$ cat config.mk
export PLATFORM = sky130hd
export DESIGN_NAME = switch_box_config_loader
export DESIGN_NICKNAME = d
export VERILOG_FILES = /design/src/rtl/switch_box_config_loader.sv
export SDC_FILE = /design/constraint.sdc
export NUM_CORES = 1
export LEC_CHECK = 0
export BUFFER_PORTS_ARGS = -buffer_cell sky130_fd_sc_hd__buf_2
export CORE_ASPECT_RATIO = 0.75
export CORE_MARGIN = 2
export CORE_UTILIZATION = 55
export CTS_CLUSTER_DIAMETER = 80
export DETAILED_ROUTE_END_ITERATION = 6
export MAX_ROUTING_LAYER = met4
export PLACE_DENSITY = 0.84
export RECOVER_POWER = 100
export SLEW_MARGIN = 40
export SYNTH_ARGS = -nofsm -noshare
export SYNTH_HDL_FRONTEND = slang
export SYNTH_SLANG_ARGS = --single-unit
$ cat constraint.sdc
create_clock -name clock -period 3.4 [get_ports clock]
set_clock_uncertainty 0.15 [all_clocks]
set_input_delay 0.68 -clock clock [delete_from_list [all_inputs] [get_ports clock]]
set_output_delay 0.68 -clock clock [all_outputs]
set_load 0.005 [all_outputs]
$ cat src/rtl/switch_box_config_loader.sv
// ---------------------------------------------------------------------------
// switch_box_config_loader
//
// Collects a switch box configuration frame from a stream of words delivered
// over a valid/ready handshake. Words are assembled in a shadow register, LSB
// word first. The complete frame is copied into config_out in a single cycle,
// so the switch box never sees a partially written frame.
//
// Optional feature (macro SWITCHBOX_CONFIG_CHECKSUM_EN):
//   Each frame carries one extra word, the XOR of the raw data words. The
//   frame is committed only when that word matches. A mismatch sets the
//   sticky error flag and discards the frame. Without the macro there is no
//   checksum word and error is always 0.
//
// Ports:
//   clock        in   system clock, rising edge
//   reset        in   synchronous reset, active-high
//   start        in   begin a frame load (honoured only when idle)
//   abort        in   cancel an in-progress load
//   word_valid   in   word_data is valid
//   word_ready   out  loader accepts a word this cycle (state is LOAD)
//   word_data    in   configuration word, LSB word first
//   busy         out  loader is not idle
//   done         out  one-cycle pulse when a new frame is committed
//   error        out  sticky checksum failure flag
//   config_valid out  config_out holds a committed frame
//   config_out   out  active configuration to the switch box
// ---------------------------------------------------------------------------
module switch_box_config_loader #(
  parameter int CONFIG_WIDTH = 112,
  parameter int WORD_WIDTH   = 32
) (
  input  logic                    clock,
  input  logic                    reset,
  input  logic                    start,
  input  logic                    abort,
  input  logic                    word_valid,
  output logic                    word_ready,
  input  logic [WORD_WIDTH-1:0]   word_data,
  output logic                    busy,
  output logic                    done,
  output logic                    error,
  output logic                    config_valid,
  output logic [CONFIG_WIDTH-1:0] config_out
);

  localparam int NUM_WORDS = (CONFIG_WIDTH + WORD_WIDTH - 1) / WORD_WIDTH;
  // Index of the final word of a frame: the checksum word follows the data
  // words when the feature is enabled.
`ifdef SWITCHBOX_CONFIG_CHECKSUM_EN
  localparam int LAST_IDX = NUM_WORDS;
`else
  localparam int LAST_IDX = NUM_WORDS - 1;
`endif
  localparam int CNT_W = $clog2(NUM_WORDS + 1);

`ifdef SWITCHBOX_CONFIG_CHECKSUM_EN
  typedef enum logic [1:0] {
    IDLE   = 2'd0,
    LOAD   = 2'd1,
    CHECK  = 2'd2,
    COMMIT = 2'd3
  } state_t;
`else
  typedef enum logic [1:0] {
    IDLE   = 2'd0,
    LOAD   = 2'd1,
    COMMIT = 2'd3
  } state_t;
`endif

  state_t                  state;
  state_t                  next_state;
  logic [CNT_W-1:0]        word_cnt;
  logic [CONFIG_WIDTH-1:0] shadow;
  logic [CONFIG_WIDTH-1:0] word_mask;
  logic [CONFIG_WIDTH-1:0] word_spread;
  logic                    handshake;
  logic                    last_word;
  logic                    data_word;
  logic                    start_ok;

`ifdef SWITCHBOX_CONFIG_CHECKSUM_EN
  logic [WORD_WIDTH-1:0]   csum_acc;
  logic [WORD_WIDTH-1:0]   csum_word;
  logic                    csum_match;
  assign csum_match = (csum_acc == csum_word);
`endif

  assign word_ready = (state == LOAD);
  assign busy       = (state != IDLE);
  assign handshake  = word_valid & word_ready;
  assign last_word  = (word_cnt == CNT_W'(LAST_IDX));
  assign data_word  = (word_cnt < CNT_W'(NUM_WORDS));
  // abort also suppresses a coincident start.
  assign start_ok   = start & ~abort;

  // Word k lands on shadow bits [k*WORD_WIDTH +: WORD_WIDTH]. Building the
  // write as a bit mask keeps the partial last word in range: bits of that
  // word above CONFIG_WIDTH-1 simply have no destination.
  always_comb begin
    word_mask   = '0;
    word_spread = '0;
    for (int i = 0; i < CONFIG_WIDTH; i++) begin
      word_spread[i] = word_data[i % WORD_WIDTH];
      word_mask[i]   = ((i / WORD_WIDTH) == int'(word_cnt));
    end
  end

  always_ff @(posedge clock) begin
    if (reset) begin
      state <= IDLE;
    end else begin
      state <= next_state;
    end
  end

  always_comb begin
    next_state = state;
    case (state)
      IDLE: begin
        if (start_ok) begin
          next_state = LOAD;
        end
      end
      LOAD: begin
        if (abort) begin
          next_state = IDLE;
        end else if (handshake && last_word) begin
`ifdef SWITCHBOX_CONFIG_CHECKSUM_EN
          next_state = CHECK;
`else
          next_state = COMMIT;
`endif
        end
      end
`ifdef SWITCHBOX_CONFIG_CHECKSUM_EN
      CHECK: begin
        if (abort || !csum_match) begin
          next_state = IDLE;
        end else begin
          next_state = COMMIT;
        end
      end
`endif
      // abort is ignored here: a commit always completes.
      COMMIT: begin
        next_state = IDLE;
      end
      default: begin
        next_state = IDLE;
      end
    endcase
  end

  always_ff @(posedge clock) begin
    if (reset) begin
      word_cnt     <= '0;
      shadow       <= '0;
      config_out   <= '0;
      config_valid <= 1'b0;
      done         <= 1'b0;
      error        <= 1'b0;
`ifdef SWITCHBOX_CONFIG_CHECKSUM_EN
      csum_acc     <= '0;
      csum_word    <= '0;
`endif
    end else begin
      done <= 1'b0;
      case (state)
        IDLE: begin
          word_cnt <= '0;
          shadow   <= '0;
`ifdef SWITCHBOX_CONFIG_CHECKSUM_EN
          csum_acc <= '0;
`endif
          // error is sticky until a start is actually honoured.
          if (start_ok) begin
            error <= 1'b0;
          end
        end
        LOAD: begin
          // A word arriving with abort is consumed but dropped.
          if (handshake && !abort) begin
            word_cnt <= word_cnt + CNT_W'(1);
            if (data_word) begin
              shadow <= (shadow & ~word_mask) | (word_spread & word_mask);
`ifdef SWITCHBOX_CONFIG_CHECKSUM_EN
              csum_acc <= csum_acc ^ word_data;
            end else begin
              csum_word <= word_data;
`endif
            end
          end
        end
`ifdef SWITCHBOX_CONFIG_CHECKSUM_EN
        CHECK: begin
          if (!abort && !csum_match) begin
            error <= 1'b1;
          end
        end
`endif
        COMMIT: begin
          config_out   <= shadow;
          config_valid <= 1'b1;
          done         <= 1'b1;
        end
        default: begin
          word_cnt <= '0;
        end
      endcase
    end
  end

endmodule

-- Yosys cells after proc, flatten, opt, wreduce, memory -nomap -nowiden
Cells that the tools add are included.
- register bits: 231
- latch bits: 0
- bits in writable memories: 0
- ROM bits: 0
- input bits: 37
- word-level logic and storage cells: 46
- memories: 0
- $add $sub $neg: 1
- multipliers: 0
- div/mod/pow operators: 0
- $lt $le $gt $ge: 1
- eq/ne operators: 10
- shifts and indexed selects: 0
- mux-type cells: 10
- bitwise logic cells: 8
- reductions and logical operators: 10
- operators with widths (cell ; count):
    $and 112x112->112 ; 2
    $mux 112 ; 2
    $pmux 112 s2 ; 1
    $not 112->112 ; 1
    $or 112x112->112 ; 1
    $eq 3x3->1 const A ; 2
    $mux 2 ; 3
    $pmux 3 s2 ; 1
    $ne 2x1->1 const B ; 2
    $pmux 2 s2 ; 1
    $reduce_and 2->1 ; 2
    $reduce_bool 2->1 ; 2
    $add 3x1->3 const B ; 1
    $eq 2x3->1 const A ; 1
    $eq 3x2->1 const B ; 1
    $logic_not 3->1 ; 1
    $lt 3x3->1 const B ; 1
    $mux 3 ; 1
    $ne 3x2->1 const B ; 1
    $reduce_and 3->1 ; 1
    $and 1x1->1 ; 2
    $eq 2x1->1 const B ; 1
    $eq 2x2->1 const B ; 1
    $logic_and 1x1->1 ; 2
    5 further kinds ; 6

-- Depth between registers and ports, before layout
- depth after elaboration: 7
- gate-level depth with buffers: 7

-- Worst setup path after synthesis
No wires, ideal clock.
- path kind: register to output
- start point: register state[1]
- end point: output port word_ready
- data arrival time: 0.993 ns
- required time: 2.570 ns
- path slack: 1.577 ns
- stages on the path, launching flop included: 5
- path through: dfxtp_1 -> buf_4 -> clkbuf_1 -> clkbuf_1 -> nor2_1
- word-level cells in the longest chain between the ends: 1
- RTL lines (element ; line ; text):
    start: declaration ; 72 ; state_t state;
    start signal: assignment ; 114 ; state <= next_state;
    $eq 2x1->1 ; 90 ; assign word_ready = (state == LOAD);
    end: declaration ; 38 ; output logic word_ready,
Every way passes these cells.

-- Final worst setup path
- start point: register state[0]
- end point: output port busy
- word-level cells in the longest chain between the ends: 1
- RTL lines (element ; line ; text):
    $reduce_bool 2->1 ; 91 ; assign busy = (state != IDLE);
    end: declaration ; 40 ; output logic busy,
Every way passes these cells.

==> flow_metrics.py <==
metrics = {
    "clocking": {
        "cts_made_buffers": 21,
        "cts_tree": "built",
        "hold_buffers": 0,
        "cts.sinks": 231,
        "h-tree-depth": 1,
        "clk_pin_slew_ps": 70,
        "clk_latency_ps": 490,
        "clk_root_buffer_cell": "clkbuf_16",
        "cts_buffer_depth": 3,
        "postCtsSetupBuffers": 0,
        "cts_resized": 0,
    },
    "timing": {
        "fmax_mhz": 357,
        "setup-violations-final": 0,
        "drv_slew": 0,
        "hold_violations": 0,
        "timing.final.crit_share_pct": 82.4,
        "worstMarginPinSlew_ps": 818,
        "fin_setup_tns_ps": 0,
        "grt_setup_unrepaired": "no",
        "max-slew-margin-rel_pct": 45.4,
        "finalCriticalPeriod_ps": 2800,
        "hold_ws_ps": 275,
    },
    "yosys": {
        "yosysTopAreaCell": "dfxtp_1",
        "ys_seq_elements": 231,
        "syn_area_um2": 8750,
        "async_flop_share_pct": 0,
        "synth_fp_nets": 1033,
        "yosysUniqueCellTypes": 32,
        "avgSynthCellArea_um2": 8.83,
        "synthCells": 991,
        "synth_ff_type": "dfxtp_1",
        "yosysMostFrequentCell": "nand2_1",
        "synth_top_area_share_pct": 52.9,
        "synth_edf_count": 0,
        "synth.area.top_cells": "dfxtp_1, nand2_1, mux2i_1",
        "ys_seq_area_share_pct": 52.9,
        "synth_common_cells": "nand2_1, dfxtp_1, a21oi_1",
        "ys_warn_count": 0,
    },
    "critical_path": {
        "cp-end-kind": "primary output",
        "slowest_stage": "clkbuf_1",
        "cpLargestDelayFamily": "buffers and inverters",
        "path_max_fanout": 17,
        "crit_cells": 3,
        "max_stage_delay_ps": 610,
        "r2r_slack_ps": 790,
        "reg2reg_to": "config_out[61]$_SDFFE_PP0P_",
        "startpoint": "state[0]$_SDFFE_PP0P_",
        "startpoint_type": "register",
        "crit_path_end": "busy",
        "regToRegStartpoint": "state[0]$_SDFFE_PP0P_",
        "path_cells": "clkbuf_1 > or2_2 > buf_2",
        "path_class": "register to primary output",
        "path_buf_inv": 2,
        "required_ps": 2570,
        "r2r_cells": 5,
        "cp.arrival_ps": 1970,
    },
    "floorplanning": {
        "ios": 154,
        "rows": 39,
        "core_area_um2": 15400,
        "die_area_um2": 16900,
        "initial_utilization_pct": 56.9,
        "die_width_um": 150,
        "die_h_um": 113,
    },
    "status": {
        "status": "completed",
    },
    "detailed_routing": {
        "num_vias": 7195,
        "wire_per_inst_um": 15.9,
        "drc": 0,
        "wl_mm": 21.0,
        "first_pass_iters": 5,
        "ant_nets": 0,
        "drt_first_iter_violations": 573,
        "vias_per_cell": 5.45,
    },
    "layout": {
        "drive_gt1_share_pct": 14.0,
        "syn2layout_area_growth_pct": 15.4,
        "diodes": 0,
        "final_core_util_pct": 65.7,
        "stdcell_area_um2": 10100,
        "nFillCells": 1275,
        "final_nets": 1144,
        "fin_cells": 1320,
    },
    "placed_design": {
        "dp.cells": 1284,
        "gp_congestion": 0.810,
        "placed_cell_area_um2": 9510,
        "hpwl_mm": 13.5,
        "port_buffers": 152,
    },
    "grt": {
        "antenna_found_initial": 0,
        "track_usage_pct": 24.3,
        "grt_pass1_vias": 6482,
        "grt.overflow.total": 0,
        "grt_pass1_wl_mm": 32.6,
        "grt_max_degree": 129,
    },
    "hold_path": {
        "min_path_cells": 2,
        "hold_class": "input port to register",
    },
    "power": {
        "vdd_drop_max_mv": 0.361,
        "p_leak_uw": 0.00378,
        "p_per_area_nw_per_um2": 513,
    },
    "run": {
        "maxCapViolations": 0,
    },
}
[flip-flops by register name, summed over array words and instances (netlist names)]
| register | cells |
|---|---|
| shadow | 112 |
| word_cnt | 3 |
| done | 1 |
| state | 2 |
| config_valid | 1 |
| config_out | 112 |
[metrics by stage]
| step | power [uW] | setup slack (ps) |
|---|---|---|
| after global routing | 5330 | 520 |
| final | 5180 | 600 |
| after detailed placement | 2930 | 1080 |
| after floorplan | 2870 | 1580 |
| after CTS | 5210 | 985 |
| after global placement | 2920 | 1150 |
[where the power goes]
part	internal [uW]	leakage [uW]	switching, uW	total, uW
sequential	2710	0.00186	5.90	2720
clock	1340	0.000334	974	2320
combinational	46.5	0.00158	98.8	145
total	4100	0.00378	1080	5180
[cell usage in the layout, fill, tap and decap left out, drive strengths merged, types with 2 or more instances in the layout]
cell type,count
nor3b,2
clkinv,3
inv,4
a21oi,128
ha,5
a31oi,16
nor2,10
dfxtp,231
nor4bb,15
nand3,16
mux2i,97
nand4b,16
buf,116
clkbuf,85
o211ai,2
nand2b,3
nand2,353
[cell families after synthesis]
| group | after synthesis | share of synthesized area, % |
|---|---|---|
| XOR/XNOR | 1 | 0.100 |
| adder cells (fa/ha/maj) | 5 | 0.715 |
| AO/OA/AOI/OAI | 150 | 9.12 |
| AND/OR/NAND/NOR | 421 | 20.9 |
| other | 1 | 0.0429 |
| flip-flops | 231 | 52.9 |
| multiplexers | 97 | 11.1 |
| buffers and inverters | 85 | 5.18 |
[metal layers]
layer  global-route usage [%]  share of wire [%]
met1                     33.8                 46
met2                     38.4                 46
met3                     3.75                7.1
met4                     3.94                1.0
met5                        -                  0
[final cells by class]
cell class	instances	area (um2)	share of cell area (%)
clock inverter	4	45.0	0.446
clock buffer	32	627	6.21
tap	205	256	2.54
sequential	231	4620	45.8
timing repair buffer	169	831	8.23
multi-input combinational	675	3700	36.6
inverter	4	15.0	0.149
[worst min path at each step]
stage,startpoint,to
finish,abort,state[0]$_SDFFE_PP0P_
global route,abort,state[0]$_SDFFE_PP0P_
CTS,abort,state[0]$_SDFFE_PP0P_
detailed placement,shadow[64]$_SDFFE_PP0P_,config_out[64]$_SDFFE_PP0P_
global placement,shadow[64]$_SDFFE_PP0P_,config_out[64]$_SDFFE_PP0P_
floorplan,shadow[0]$_SDFFE_PP0P_,config_out[0]$_SDFFE_PP0P_
No activity file was read; power rests on OpenSTA's default activity.
